[src/rtl/clock_divider_bank.sv]
`default_nettype none
// ============================================================================
//  Module      : clock_divider_bank
//  Description : Multi-channel 50%-duty clock divider with glitch-free divisor
//                updates, glitch-free enable/disable and common phase sync.
//  Revision    : 1.0 - initial release
// ============================================================================
module clock_divider_bank #(
  parameter int CHANNELS = 3,
  parameter int WIDTH    = 16
) (
  input  logic                      clock_in,
  input  logic                      reset_n,
  input  logic [CHANNELS-1:0]       enable,
  input  logic [CHANNELS-1:0]       load,
  input  logic [CHANNELS*WIDTH-1:0] half_period,
  input  logic                      sync,
  output logic [CHANNELS-1:0]       clock_out,
  output logic [CHANNELS-1:0]       tick,
  output logic [CHANNELS-1:0]       busy
);

  typedef enum logic [1:0] {
    ST_IDLE = 2'd0,
    ST_LOW  = 2'd1,
    ST_HIGH = 2'd2
  } state_t;

  localparam logic [WIDTH-1:0] C_ONE = {{(WIDTH-1){1'b0}}, 1'b1};

  for (genvar k = 0; k < CHANNELS; k++) begin : g_chan
    state_t           r_state;
    logic [WIDTH-1:0] r_cnt;
    logic [WIDTH-1:0] r_lim;
    logic [WIDTH-1:0] r_pend;
    logic             r_pend_valid;
    logic             r_clk;
    logic             r_tick;
    logic             r_busy;

    logic [WIDTH-1:0] w_hp;
    logic [WIDTH-1:0] w_next_lim;
    logic             w_at_lim;

    assign w_hp = half_period[k*WIDTH +: WIDTH];
    // A load arriving in the same cycle as a boundary wins over the pending value.
    assign w_next_lim = load[k] ? w_hp : (r_pend_valid ? r_pend : r_lim);
    assign w_at_lim   = (r_cnt >= r_lim);

    always_ff @(posedge clock_in or negedge reset_n) begin
      if (!reset_n) begin
        r_state      <= ST_IDLE;
        r_cnt        <= '0;
        r_lim        <= '0;
        r_pend       <= '0;
        r_pend_valid <= 1'b0;
        r_clk        <= 1'b0;
        r_tick       <= 1'b0;
        r_busy       <= 1'b0;
      end else begin
        r_tick <= 1'b0;
        if (load[k]) begin
          r_pend       <= w_hp;
          r_pend_valid <= 1'b1;
        end

        if (sync && enable[k]) begin
          r_state      <= ST_LOW;
          r_cnt        <= '0;
          r_clk        <= 1'b0;
          r_busy       <= 1'b1;
          r_lim        <= w_next_lim;
          r_pend_valid <= 1'b0;
        end else begin
          case (r_state)
            ST_IDLE: begin
              r_cnt        <= '0;
              r_clk        <= 1'b0;
              r_lim        <= w_next_lim;
              r_pend_valid <= 1'b0;
              if (enable[k]) begin
                r_state <= ST_LOW;
                r_busy  <= 1'b1;
              end else begin
                r_busy  <= 1'b0;
              end
            end
            ST_LOW: begin
              if (!enable[k]) begin
                r_state <= ST_IDLE;
                r_cnt   <= '0;
                r_busy  <= 1'b0;
              end else if (w_at_lim) begin
                r_state <= ST_HIGH;
                r_cnt   <= '0;
                r_clk   <= 1'b1;
                r_tick  <= 1'b1;
              end else begin
                r_cnt <= r_cnt + C_ONE;
              end
            end
            ST_HIGH: begin
              // The high phase always runs to full length, even once disabled.
              if (w_at_lim) begin
                r_cnt        <= '0;
                r_clk        <= 1'b0;
                r_lim        <= w_next_lim;
                r_pend_valid <= 1'b0;
                if (enable[k]) begin
                  r_state <= ST_LOW;
                end else begin
                  r_state <= ST_IDLE;
                  r_busy  <= 1'b0;
                end
              end else begin
                r_cnt <= r_cnt + C_ONE;
              end
            end
            default: begin
              r_state <= ST_IDLE;
              r_cnt   <= '0;
              r_clk   <= 1'b0;
              r_busy  <= 1'b0;
            end
          endcase
        end
      end
    end

    assign clock_out[k] = r_clk;
    assign tick[k]      = r_tick;
    assign busy[k]      = r_busy;
  end

endmodule
`default_nettype wire

[config.mk]
export PLATFORM = sky130hd
export DESIGN_NAME = clock_divider_bank
export DESIGN_NICKNAME = d
export VERILOG_FILES = /design/src/rtl/clock_divider_bank.sv
export SDC_FILE = /design/constraint.sdc
export NUM_CORES = 1
export LEC_CHECK = 0
export CORE_UTILIZATION = 35
export DETAILED_ROUTE_END_ITERATION = 7
export GPL_TIMING_DRIVEN = 0
export PLACE_DENSITY_LB_ADDON = 0.1
export SLEW_MARGIN = 0
export SYNTH_ARGS = -nofsm -noshare
export SYNTH_HDL_FRONTEND = slang
export SYNTH_SLANG_ARGS = --single-unit
[constraint.sdc]
create_clock -name clock_in -period 3.4 [get_ports clock_in]
set_clock_uncertainty 0.15 [all_clocks]
set_input_delay 0.51 -clock clock_in [delete_from_list [all_inputs] [get_ports clock_in]]
set_output_delay 0.51 -clock clock_in [all_outputs]
set_load 0.01 [all_outputs]
* Yosys cells after proc, flatten, opt, wreduce, memory -nomap -nowiden
Cells that the tools add are included.
** Word-level totals
- Memory bits (writable) :: 0
- Memories :: 0
- Word-level logic and storage cells :: 171
- Register bits :: 162
- Bits in latches :: 0
- Bits in read-only memories :: 0
** Cells by class
- Multipliers :: 0
- Bitwise gates (word level) :: 0
- Reductions and logical operators :: 18
- Order comparisons :: 3
- Divide/modulo/power cells :: 0
- Muxes and demuxes :: 102
- Shifts and indexed selects :: 0
- Add/subtract/negate cells :: 3
- Equal/unequal tests :: 21
** Operators with widths (number)
- 16-bit 2-to-1 mux :: 21
- 16-bit case mux with 2 select lines :: 6
- 16-bit by 1-bit adder with 16-bit output, second input constant :: 3
- 16-bit >= comparator :: 3
- 1-bit 2-to-1 mux :: 48
- 3-bit != test, second input constant :: 12
- 2-bit 2-to-1 mux :: 15
- 2-bit case mux with 3 select lines :: 3
- 3-bit AND reduction :: 6
- 4-bit != test, second input constant :: 3
- 1-bit case mux with 2 select lines :: 6
- 1-bit case mux with 3 select lines :: 3
- 3-bit nonzero test :: 3
- 2-bit by 1-bit equality test with 1-bit output, second input constant :: 3
- 2-bit equality test, second input constant :: 3
- 2-bit logical NOT :: 3
- 2-bit AND reduction :: 3
- 1-bit logical AND :: 3

* Logic depth before layout (Yosys ltp)
Gate-level depths: netlist of run 1.
- Word-level depth :: 5
- Gate-level depth with buffers :: 10
- Depth with buffers taken out :: 8

* Worst setup path after synthesis of run 1
OpenSTA, ideal clock, no wires.
- Path kind :: register to register
- Start :: reg g_chan[2].r_cnt[0]
- End :: reg g_chan[2].r_lim[0]
- Setup slack :: 0.863 ns
- Clock period less this slack :: 2.537 ns
- Setup time :: 0.125 ns
- Arrival :: 2.262 ns
- Required time :: 3.125 ns
- Stages on the path, launching flop included :: 10
- Path through :: dfrtp_1 inv_1 ha_1 nand2b_1 a2111o_1 o2111ai_1 a41oi_2 o22ai_4 buf_6 mux2_4
** On the way
- Word-level cells in the longest chain between the ends :: 3
** Ends and longest elaborated chain
- from (decl) :: RTL line 33 : logic [WIDTH-1:0] r_cnt;
- from (signal assigned) :: RTL line 99 : r_cnt <= r_cnt + C_ONE;
- from (signal assigned) :: RTL line 116 : r_cnt <= r_cnt + C_ONE;
- 16-bit >= comparator :: RTL line 48 : assign w_at_lim = (r_cnt >= r_lim);
- 3-bit != test (no line)
- 2-bit AND reduction (no line)
- to (signal assigned) :: RTL line 72 : r_lim <= w_next_lim;
- to (signal assigned) :: RTL line 79 : r_lim <= w_next_lim;
- to (signal assigned) :: RTL line 107 : r_lim <= w_next_lim;
- to (decl) :: RTL line 34 : logic [WIDTH-1:0] r_lim;
No other way between the ends.
A chain may end at the register's enable or synchronous reset.

* Worst setup path in the final report of run 1
- Start :: reg g_chan[2].r_cnt[9]
- End :: reg g_chan[2].r_lim[7]
Same word-level chain as after synthesis.

==> results.yml, run 1 <==
outcome:
  outcome: "finished clean"
sta:
  setup_viol: 0
  fin_crit_ns: 2.84
  fin_crit_sh_pct: 83.4
  slew_viol_final: 0
  slew_headroom_pct: 43.6
  hold_viol_final: 0
  rsz0062_at_grt: "no"
  timing.fmax_mhz: 353
  max_slew.worst_pin.slew_ns: 0.846
synth:
  synth_nets: 961
  syn-cell-area_um2: 8880
  yosysTopAreaCell: "dfrtp_1"
  syn_area_per_cell_um2: 10.6
  synth_cells: 841
  ys_async_sr_fraction_pct: 100
  yosysSeqAreaShare_pct: 45.6
  synth_area_leaders: "dfrtp_1 46%, ha_1 8.9%, mux2_2 7.4%"
  synth-warning-count: 0
  synth-main-ff-cell: "dfrtp_1"
  synth_cell_type_count: 72
  synth_edf_count: 0
  ys_seq_elements: 162
  yosys.area.top_type_share_pct: 45.6
floorplanning:
  core_um2: 24600
  rows: 57
  die_x_um: 161
  die_h_um: 161
  ios: 66
  die_area_um2: 26000
  initial_core_util_pct: 36.1
route:
  wirelength_mm: 19.3
  vias_per_cell: 4.97
  drtIter0Drc: 305
  drc_errors: 0
  post_drt_wl_per_cell_um: 15.3
  drt_pass1_iterations: 5
  ant_nets: 0
  via_count: 6262
setup_path:
  cp-end-kind: "flop"
  critPathLaunchType: "flop"
  cp.required_ns: 3.55
  cp.arrival_ns: 2.99
  critPathKind: "reg2reg"
  worstPathMaxFanout: 10
cells_and_area:
  instances_no_fill: 1259
  diodes: 0
  multiInputGateArea_um2: 4350
  drive_above_1_share_pct: 15.7
  final_common_cell: "dfrtp_1"
  postLayoutCoreUtil_pct: 42.8
  regArea_um2: 4050
  final.fill_count: 2381
  syn2layout_area_growth_pct: 18.5
  finalNetCount: 1043
  layout_common_cells: "162 x dfrtp_1, 76 x nor2_1, 63 x inv_1, 63 x ha_1, 60 x clkdlybuf4s50_1"
  design_area_um2: 10500
clock_network:
  ctsResizeCount: 0
  holdBufCountCts: 1
  cts_tree: "done"
  cts.path.max_buffers: 2
  cts_root_buffer: "clkbuf_16"
  post_cts_buffers: 0
  cts_max_level: 4
  clock_latency_ns: 0.43
  clk_pin_slew_ns: 0.06
  cts_buffers: 17
  cts_sinks: 162
min_path:
  hold_class: "reg2reg"
place:
  dpl_cell_area_um2: 9930
  place.gp.congestion: 0.759
  dp.cells: 1227
  hpwl_mm: 13.7
  io_buffers: 61
global_routing:
  track_usage_pct: 15.8
  grt_pass1_wl_mm: 33.0
  grt_max_degree: 103
  grt_pass1_vias: 6254
  overflow: 0
  antenna_found_initial: 0
flow_run:
  cap_violations: 0
power:
  vdd_drop_max_mv: 0.347
  p_leak_nw: 4.67
  power_density_nw_per_um2: 662
synthesized netlist by cell type (3+ instances only):
library cell	count
a211oi_1	5
ha_1	63
nand2b_1	3
nand3_1	27
nor3_1	28
or3_1	15
and4_1	3
nor2_1	76
a31oi_1	16
mux2_2	58
inv_1	63
o21ai_0	26
a21oi_1	27
xnor2_1	18
and2_1	4
buf_6	3
o22a_1	15
a21o_1	3
dfrtp_1	162
o22ai_1	3
xor2_1	24
o21a_1	3
mux2_4	20
nor4_1	15
and3_1	14
buf_2	8
nand2_1	48
buf_4	9
nand4_1	8
clkbuf_1	21
through the flow:
stage / worst slack, ns / total power [mW] / TNS [ns] / hold WS [ns]
2_1_floorplan: 0.863 / 4.41 / 0 / 0.0644
3_3_place_gp: -5.47 / 5.05 / -883.97 / 0.329
3_5_place_dp: 0.377 / 5.06 / 0 / 0.335
4_1_cts: 0.517 / 7.05 / 0 / 0.351
5_1_grt: 0.344 / 7.50 / 0 / 0.360
6_report: 0.565 / 6.96 / 0 / 0.345
cell families (layout without fill, tap and decap cells):
| kind of cell | after synthesis | in the layout | synth area share, % |
|---|---|---|---|
| and+or+nand+nor | 256 | 256 | 14.3 |
| AOI/OAI and AO/OA | 131 | 131 | 10.7 |
| buffers and inverters | 107 | 201 | 5.40 |
| muxes | 80 | 80 | 11.0 |
| xor gates and xnor gates | 42 | 42 | 4.14 |
| adders and majority gates | 63 | 63 | 8.87 |
| DFF | 162 | 162 | 45.6 |
critical path, stage by stage, from the launching register on:
cell	delay, ns
dfrtp_1	0.43
ha_1	0.33
a21oi_1	0.16
nor3_1	0.08
nor4_2	0.50
a41oi_2	0.25
o22ai_4	0.27
buf_6	0.23
mux2_4	0.31
final timing paths:
| check | from | end | slack, ns | cells past startpoint |
|---|---|---|---|---|
| hold reg to reg | g_chan[2].r_pend[2] | g_chan[2].r_pend[2] | 0.34 | 1 |
| setup / recovery | g_chan[2].r_cnt[9] | g_chan[2].r_lim[7] | 0.56 | 8 |
| setup reg to reg | g_chan[2].r_cnt[9] | g_chan[2].r_lim[7] | 0.56 | 8 |
| min in group asynchronous | reset_n | g_chan[1].r_pend[9] | 0.47 | 2 |
| max in group asynchronous | reset_n | g_chan[0].r_cnt[5] | 1.76 | 3 |
| hold / removal | g_chan[2].r_pend[2] | g_chan[2].r_pend[2] | 0.34 | 1 |
report_power, final:
part,internal (mW),switching [mW]
registers,2.36,0.272
logic,1.16,1.23
clock network,1.10,0.848
total,4.61,2.35
layer usage:
metal / share of wire, % / vias up / wire [um] / global-route usage [%]
met1: 54 / 3011 / 10400 / 23.8
met3: 3.2 / 13 / 624 / 2.54
li1: - / 3117 / - / -
met5: 0 / - / 0 / 0
met4: 0.97 / 0 / 187 / 4.25
met2: 42 / 121 / 8110 / 23.4
registers in the layout (all words and copies together) (netlist names):
signal and flops:
g_chan.r_clk 3, g_chan.r_pend 48, g_chan.r_state 6, g_chan.r_pend_valid 3, g_chan.r_lim 48, g_chan.r_tick 3, g_chan.r_busy 3, g_chan.r_cnt 48
cell type report:
cell class / count / area share [%]
sequential: 162 / 38.5
clock inverter: 13 / 1.45
clock buffer: 18 / 4.08
inverter: 64 / 2.28
multi-input combinational: 572 / 41.3
buffer: 43 / 2.27
timing repair buffer: 63 / 6.21
tap: 324 / 3.85
(Power assumes the default switching activity.)
==> inputs of run 2 (changes only) <==
Clock period 3.4 ns to 2.3 ns, I/O delays scaled along.
==> run 2 against run 1 <==
  * The run now ends with setup timing left
  * Sequential power is 48% higher
  * Clock power is 41% higher
  * Via count increased by 6.4%
  * Global-route usage is 1.8 points higher
  * Flip-flop and latch count is the same
  * First-iteration DRC count up 32%
  * Count of clock-buffer cells in the layout is the same
  * Utilization up 6.5 points
  * Power up 67%
  * Worst hold slack got worse by 0.050 ns
  * Largest cell class unchanged
  * Largest power group is now combinational logic
==> results.yml, run 2 (same netlist as run 1, synthesis figures left out) <==
global_routing:
  track_usage_pct: 17.7
  antenna_found_initial: 0
  overflow: 0
  grt_pass1_wl_mm: 36.2
  grt_pass1_vias: 6777
  grt_max_degree: 104
sta:
  setup_viol: 103
  slew_viol_final: 0
  timing.final.ws_setup_ns: -0.331
  timing.fmax_mhz: 380
  fin_crit_ns: 2.63
  rsz0062_at_grt: "yes"
  slew_headroom_pct: 44.0
  fin_tns_setup_ns: -15.56
  fin_crit_sh_pct: 114
  hold_viol_final: 0
  max_slew.worst_pin.slew_ns: 0.840
route:
  post_drt_wl_per_cell_um: 16.4
  drtIter0Drc: 403
  via_count: 6661
  ant_nets: 0
  vias_per_cell: 5.05
  wirelength_mm: 21.7
  drc_errors: 0
  drt_pass1_iterations: 4
cells_and_area:
  drive_above_1_share_pct: 32.9
  top_regs: "g_chan.r_cnt x48, g_chan.r_lim x48, g_chan.r_pend x48"
  finalNetCount: 1103
  layout_common_cells: "157 x dfrtp_1, 60 x clkdlybuf4s50_1, 58 x inv_1"
  diodes: 0
  syn2layout_area_growth_pct: 36.4
  instances_no_fill: 1319
  final_common_cell: "dfrtp_1"
  design_area_um2: 12100
clock_network:
  cts_sinks: 162
  cts_buffers: 17
  cts_tree: "done"
  cts_max_level: 4
  clock_latency_ns: 0.43
  clk_pin_slew_ns: 0.07
  cts_root_buffer: "clkbuf_16"
  cts.path.max_buffers: 2
floorplanning:
  ios: 66
  die_h_um: 161
  core_um2: 24600
  rows: 57
  initial_core_util_pct: 36.1
  die_area_um2: 26000
  die_x_um: 161
power:
  vdd_drop_max_mv: 0.498
  power_density_nw_per_um2: 961
  p_leak_nw: 5.16
min_path:
  hold_class: "in2async"
setup_path:
  cp.required_ns: 2.47
  cp-end-kind: "flop"
  critPathLaunchType: "flop"
  critPathKind: "reg2reg"
  cp.arrival_ns: 2.80
  worstPathMaxFanout: 5
outcome:
  outcome: "complete, but fails checks"
  failed_checks: "setup timing"
flow_run:
  cap_violations: 0
place:
  hpwl_mm: 14.2
  place.gp.congestion: 0.787
  dpl_cell_area_um2: 10000
  dp.cells: 1227
  io_buffers: 61
run 2: cell count changes in the layout (fill, tap and decap cells not counted), sizes merged:
cell,change
buf,+63
clkinv,-1
inv,+3
bufinv,-2
clkbuf,-3
run 2: area by class of cell:
cell class | count | area [um2]
Buffer | 42 | 329
Clock buffer | 18 | 439
Clock inverter | 13 | 116
Fill cell | 2228 | 12500
Inverter | 64 | 241
Multi-Input combinational cell | 572 | 5270
Sequential cell | 162 | 4060
Tap cell | 324 | 405
Timing Repair Buffer | 124 | 1250
run 2: worst paths after layout:
kind,startpoint,end,slack (ns),cells past startpoint
max,g_chan[0].r_cnt[9],g_chan[0].r_lim[7],-0.33,9
min,reset_n,g_chan[1].r_pend[13],0.29,2
max reg2reg,g_chan[0].r_cnt[9],g_chan[0].r_lim[7],-0.33,9
min reg2reg,g_chan[0].r_pend[1],g_chan[0].r_pend[1],0.35,1
max in group asynchronous,reset_n,g_chan[0].r_cnt[0],0.79,3
min in group clock_in,enable[1],g_chan[1].r_state[0],0.32,2
run 2: where the power goes:
part	leakage (nW)	switching, mW	internal [mW]
logic	2.88	2.47	2.56
registers	2.02	0.405	3.49
clock network	0.269	1.28	1.44
total	5.16	4.16	7.49
run 2: worst max-delay path, stage by stage, from the launching register on:
cell and delay (ns):
dfrtp_1 0.40, ha_1 0.30, and4_4 0.23, o211ai_1 0.09, or4_4 0.42, o211a_4 0.18, a31oi_4 0.18, buf_12 0.15
buf_12 0.12, mux2_4 0.29
run 2: through the flow:
step	util, %	total power [mW]	setup slack (ns)	hold WS [ns]
global placement	40.7	7.60	-6.38	0.331
floorplan	-	6.63	-0.232	-0.101
detailed placement	40.8	7.64	-0.630	0.173
global route	49.2	12.4	-0.392	0.321
CTS	47.5	11.4	-0.368	0.277
finish	49.2	11.6	-0.331	0.295
run 2: layer usage:
| layer | wire length, um | share of wire [%] | global-route usage [%] | vias to the layer above |
|---|---|---|---|---|
| met5 | 0 | 0 | 0 | - |
| met4 | 229 | 1.1 | 5.15 | 0 |
| met3 | 712 | 3.3 | 2.85 | 18 |
| met2 | 10000 | 46 | 27.0 | 110 |
| met1 | 10700 | 49 | 25.7 | 3280 |
| li1 | - | - | - | 3253 |
run 2: what timing repair did:
item                                    4_1_cts  5_1_grt
gates cloned                                  8        0
resized for setup                           134       80
hold buffers                                  1        0
setup buffers                                47       11
pin swaps                                    76       45
endpoints found under the hold margin        59        0
endpoints found under the setup margin      110      113
==> inputs of run 3 (changes only) <==
Settings changed: ABC_AREA from default to 1.
==> run 3 against run 2 <==
  * The flow now finishes without violations
  * Sequential power is 4% lower
  * Fmax grew 23%
  * Global-route usage is 1.2 points lower
  * Utilization decreased by 4.6 points
  * Non-clock buffer count decreased by 34
  * Final cell count up 13%
  * Power down 15%
  * Flip-flop and latch count unchanged
  * Critical path type unchanged
  * Largest cell class is now flip-flops and latches
==> results.yml, run 3 <==
route:
  ant_nets: 0
  wirelength_mm: 18.7
  vias_per_cell: 4.47
  via_count: 6684
  drc_errors: 0
  drtIter0Drc: 283
  drt_pass1_iterations: 4
  post_drt_wl_per_cell_um: 12.5
place:
  hpwl_mm: 13.9
  dp.cells: 1427
  io_buffers: 61
  dpl_cell_area_um2: 9540
  post-place-ws_ns: -0.172
  place.gp.congestion: 0.776
global_routing:
  grt_max_degree: 85
  grt_pass1_vias: 6415
  grt_pass1_wl_mm: 32.1
  overflow: 0
  track_usage_pct: 16.5
  antenna_found_initial: 0
synth:
  synth_cells: 1046
  ys_seq_elements: 162
  yosysSeqAreaShare_pct: 47.7
  synth-warning-count: 0
  synth_nets: 1166
  synth_cell_type_count: 37
  syn-cell-area_um2: 8500
  synth_area_leaders: "dfrtp_1 48%, nand2_1 17%, ha_1 9.3%"
  yosysTopAreaCell: "dfrtp_1"
  synth_edf_count: 0
  synth-main-ff-cell: "dfrtp_1"
  syn_area_per_cell_um2: 8.12
  ys_async_sr_fraction_pct: 100
  yosys.area.top_type_share_pct: 47.7
  yosysMostFrequentCell: "nand2_1"
  synthTopCellsByCount: "376 x nand2_1, 162 x dfrtp_1, 119 x inv_1"
clock_network:
  clk_pin_slew_ns: 0.07
  cts.path.max_buffers: 2
  cts_buffers: 17
  cts_tree: "done"
  cts_root_buffer: "clkbuf_16"
  cts_sinks: 162
  clock_latency_ns: 0.42
  cts_max_level: 4
sta:
  timing.fmax_mhz: 466
  max_slew.worst_pin.slew_ns: 0.755
  slew_headroom_pct: 49.2
  fin_crit_sh_pct: 93.3
  rsz0062_at_grt: "yes"
  hold_viol_final: 0
  whs_ns: 0.192
  setup_viol: 0
  fin_crit_ns: 2.15
  timing.final.ws_setup_ns: 0.154
  slew_viol_final: 0
power:
  finalPower_mw: 9.91
  power_frac_comb_pct: 32.8
  sequentialPowerShare_pct: 37.8
  vdd_drop_max_mv: 0.475
  p_sw_share_pct: 35.4
  switchingPower_mw: 3.51
  p_leak_nw: 5.35
  power_density_nw_per_um2: 941
  clockPowerShare_pct: 29.4
  p_int_mw: 6.41
cells_and_area:
  finalNetCount: 1282
  syn2layout_area_growth_pct: 24.0
  diodes: 0
  design_area_um2: 10500
  final.fill_count: 2387
  top_regs: "g_chan.r_cnt x48, g_chan.r_lim x48, g_chan.r_pend x48"
  instances_no_fill: 1494
  layout_common_cells: "374 x nand2_1, 153 x dfrtp_1, 117 x inv_1"
  drive_above_1_share_pct: 12.0
  final_common_cell: "nand2_1"
floorplanning:
  core_um2: 23600
  die_area_um2: 24900
  rows: 56
  ios: 66
  die_x_um: 158
  die_h_um: 158
  initial_core_util_pct: 36.0
flow_run:
  cap_violations: 0
outcome:
  outcome: "finished clean"
setup_path:
  worstPathMaxFanout: 5
  cp.arrival_ns: 2.36
  critPathLaunchType: "flop"
  cp-end-kind: "flop"
  reg2reg_from: "g_chan[2].r_cnt[15]"
  critPathLaunch: "g_chan[2].r_cnt[15]"
  critPathKind: "reg2reg"
  cp.required_ns: 2.52
min_path:
  hold_class: "in2reg"
  min_from: "load[2]"
[run 3: cell types whose count changed in the layout (fill, tap and decap cells not counted), sizes merged, moves of 14 or more]
cell and delta:
inv +56, o22a -15, nor3 -20, or3 -15, nand3 +42, mux2 -80, buf -26, nand2 +333
o21ai -14
[run 3: logic make-up after synthesis]
group / Yosys count / synth area share (%)
xor gates and xnor gates: 24 / 2.47
buffers and inverters: 154 / 7.75
adders and majority gates: 63 / 9.28
and+or+nand+nor: 577 / 28.4
DFF: 162 / 47.7
AOI/OAI and AO/OA: 66 / 4.37
[run 3: per-stage QoR]
stage	utilization, %	setup TNS (ns)
finish	44.6	0
CTS	43.1	0
global route	44.6	0
floorplan	-	0
detailed placement	40.4	-3.50
global placement	40.3	-1051.51
[run 3: worst max-delay path, stage by stage, from the launching register on]
cell,delay (ns)
dfrtp_1,0.40
ha_1,0.33
a21oi_1,0.15
o21ai_0,0.12
nor2_2,0.23
nand4_1,0.26
nand2_2,0.19
buf_4,0.16
nand2_1,0.05
nand2_1,0.05
[run 3: power groups by stage]
stage | combinational, mW | sequential, mW | clock (mW)
2_1_floorplan | 2.25 | 3.71 | 0
3_3_place_gp | 3.03 | 3.80 | 0
3_5_place_dp | 3.07 | 3.80 | 0
6_report | 3.25 | 3.75 | 2.91
5_1_grt | 3.84 | 3.83 | 3.11
4_1_cts | 3.12 | 3.75 | 2.99
[run 3: layout make-up]
type / instances / area, um2 / share of cell area, %
buffer: 34 / 231 / 2.20
inverter: 119 / 447 / 4.24
multi-input combinational: 730 / 3880 / 36.8
clock inverter: 14 / 168 / 1.59
sequential: 162 / 4070 / 38.6
tap: 319 / 399 / 3.79
timing repair buffer: 98 / 920 / 8.73
clock buffer: 18 / 429 / 4.07
[run 3: timing repair]
action | in CTS | in global routing
endpoints found under the hold margin | 78 | 0
buffers inserted | 4 | 30
hold buffers | 1 | 0
gates cloned | 0 | 1
endpoints found under the setup margin | 23 | 70
resized for setup | 2 | 42
pin swaps | 1 | 11
[run 3: final timing paths]
check / end / slack [ns] / cells after the start
worst min register to register: g_chan[2].r_lim[1] / 0.32 / 2
min in group asynchronous: g_chan[1].r_pend[12] / 0.32 / 2
worst max register to register: g_chan[2].r_lim[13] / 0.15 / 9
worst max-delay path: g_chan[2].r_lim[13] / 0.15 / 9
worst min-delay path: g_chan[2].r_pend[15] / 0.19 / 3
max in group asynchronous: g_chan[0].r_cnt[4] / 0.80 / 3
[run 3: metal layers]
metal | up-vias | track usage, % | part of all wire [%]
li1 | 3530 | - | -
met5 | - | 0 | 0
met1 | 3072 | 23.7 | 52
met2 | 66 | 25.4 | 45
met4 | 0 | 4.72 | 1.1
met3 | 16 | 2.57 | 2.2
==> RTL edit (config.mk and constraints of run 2) <==
Register the output `tick` once more, cleared by the reset; this adds one clock of latency there. The other outputs are not delayed to match.
--- a/src/rtl/clock_divider_bank.sv
+++ b/src/rtl/clock_divider_bank.sv
@@ -29,2 +29,4 @@
   localparam logic [WIDTH-1:0] C_ONE = {{(WIDTH-1){1'b0}}, 1'b1};
+
+  logic [CHANNELS-1:0] tick_d;
 
@@ -130,4 +132,12 @@
     assign clock_out[k] = r_clk;
-    assign tick[k]      = r_tick;
+    assign tick_d[k]      = r_tick;
     assign busy[k]      = r_busy;
+  end
+
+  always_ff @(posedge clock_in or negedge reset_n) begin
+    if (!reset_n) begin
+      tick <= '0;
+    end else begin
+      tick <= tick_d;
+    end
   end
Function: changed (Yosys sat finds a counterexample within 4 cycles, from zero or initial values and one cycle with reset_n low).
==> RTL edit against run 2 <==
The flow still finishes with violations (negative setup slack). Worst setup slack gained 0.14 ns. Combinational power grew 5.4%. Synthesized area grew 4.2%. Via count grew 7.0%. Die area grew 4.1%. Worst hold slack lost 0.095 ns. Total power grew 5.1%. Routed wire length grew 7.7%. Design area grew 4.5%. Sequential cell count grew 3. Largest cell class unchanged.
==> RTL edit: results (changes against run 2) <==
* DP Wirelength at 15,400 um (was 14,200 um)
* Cts repair resizes at 171 (was 134)
* Peak supply drop at 370 uV (was 498 uV)
* Vias per cell at 5.21 (was 5.05)
* Critical path peak fanout at 5 (unchanged)
* Register area share after synthesis at 0.446 (was 0.456)
* Async set-reset flop share out of synthesis at 1.00 (unchanged)
* Largest net degree at the start of global routing at 90 (was 104)
* Slowest CP cell: a2111o_1 (was or4_4)
* Clock buffer depth at 2 (unchanged)
* Placed inst area at 10,300 sq um (was 10,000 sq um)
* I/O Buffers at 60 (was 61)
* Hold Slack at 0.200 ns (was 0.295 ns)
* Slowest stage delay, CP at 0.44 ns (was 0.42 ns)
* Synth cell count leaders: dfrtp_1, inv_1, nor2_1, ha_1, mux2_2 (was dfrtp_1, nor2_1, ha_1, inv_1, mux2_2)
* CTS Hold Bufs at 1 (unchanged)
* Mapped Nets at 1,007 (was 961)
* Top cells by area, synth: dfrtp_1, ha_1, mux2_2, inv_1, nor2_1 (was dfrtp_1, ha_1, mux2_2, mux2_4, nor2_1)
* Setup Fix Bufs, Post-CTS at 34 (was 47)
* Layout cells sized above 1 at 0.328 (was 0.329)
* Crit Reg-Reg Endpoint: g_chan[2].r_lim[15] (was g_chan[0].r_lim[7])
* Setup_tns at -7.47 ns (was -15.56 ns)
* Initial antenna violation count at 0 (unchanged)
* Hold depth at 0
* Antenna cells at 0 (unchanged)
* Int Power at 7.84 mW (was 7.49 mW)
* Cells after synthesis at 887 (was 841)
* Final wirelength at 23,400 um (was 21,700 um)
* Fin nets at 1,141 (was 1,103)
* Worst Hold Class: flop to flop (was input port to async pin)
* Final Setup Violations at 87 (was 103)
* Non-Filler Instances at 1,369 (was 1,319)
* Hold EP: tick[1]
* Routability congestion estimate at 0.757 (was 0.787)
* Lkg Pwr at 5.29 nW (was 5.16 nW)
* Reg2reg start: g_chan[2].r_cnt[0] (was g_chan[0].r_cnt[9])
* Crit-path leading delay family: compound AO/OA/AOI/OAI gates (was simple AND/OR/NAND/NOR gates)
* Status: finished, violations left (unchanged)
* Gr usage total at 0.182 (was 0.177)
* First-pass GRT wire length at 38,300 um (was 36,200 um)
* Worst slack, placed at -0.520 ns (was -0.630 ns)
* Dpl cells at 1,283 (was 1,227)
* Synth warnings at 0 (unchanged)
* Synth unique cells at 74 (was 72)
* Vias in the first global route at 7,135 (was 6,777)
* Final worst slack at -0.196 ns (was -0.331 ns)
* DR iter-0 viols at 460 (was 403)
* Arr. time, crit path at 2.66 ns (was 2.80 ns)
* Worst-margin pin slew at 0.847 ns (was 0.840 ns)
* Violated checks: negative setup slack (unchanged)
* CTS HTree Levels at 4 (unchanged)
-- RTL edit: cell families after synthesis --
family | synth area share
compound gates | 0.143
xor+xnor | 0.0398
fa+ha+maj | 0.0852
buf+inv | 0.0611
flops | 0.446
mux | 0.0832
simple gates | 0.141
-- RTL edit: metal layers --
| layer | track usage | share of wire | vias up |
|---|---|---|---|
| met1 | 0.266 | 0.50 | 3517 |
| met4 | 0.0484 | 0.011 | 0 |
| met3 | 0.0326 | 0.039 | 14 |
| li1 | - | - | 3455 |
| met2 | 0.273 | 0.45 | 141 |
| met5 | 0 | 0 | - |
-- RTL edit: layout make-up --
cell class | instances | area [sq um]
well taps | 335 | 419
multi-input cells | 591 | 5630
repair buffers | 116 | 1220
inverters | 84 | 319
fillers | 2382 | 13300
flip-flops and latches | 165 | 4140
clock inverters | 13 | 176
plain buffers | 46 | 322
clock buffers | 19 | 433
-- RTL edit: worst max path at each step --
stage | startpoint | to | slack (ns) | depth (start not counted)
detailed placement | g_chan[0].r_cnt[0] | g_chan[0].r_lim[7] | -0.52 | 9
floorplan | g_chan[2].r_cnt[0] | g_chan[2].r_lim[0] | -0.18 | 9
global placement | reset_n | g_chan[2].r_pend[0] | -6.63 | 1
finish | g_chan[2].r_cnt[0] | g_chan[2].r_lim[15] | -0.20 | 9
global route | g_chan[2].r_cnt[0] | g_chan[2].r_lim[1] | -0.31 | 9
CTS | g_chan[2].r_cnt[12] | g_chan[2].r_lim[9] | -0.26 | 9
-- RTL edit: power by group through the flow --
stage / registers, mW / clock network, mW / logic [mW]
4_1_cts: 3.95 / 3.06 / 4.95
3_3_place_gp: 4.00 / 0 / 3.82
3_5_place_dp: 4.00 / 0 / 3.86
5_1_grt: 4.05 / 3.17 / 5.87
6_report: 3.96 / 2.98 / 5.30
2_1_floorplan: 3.87 / 0 / 2.91
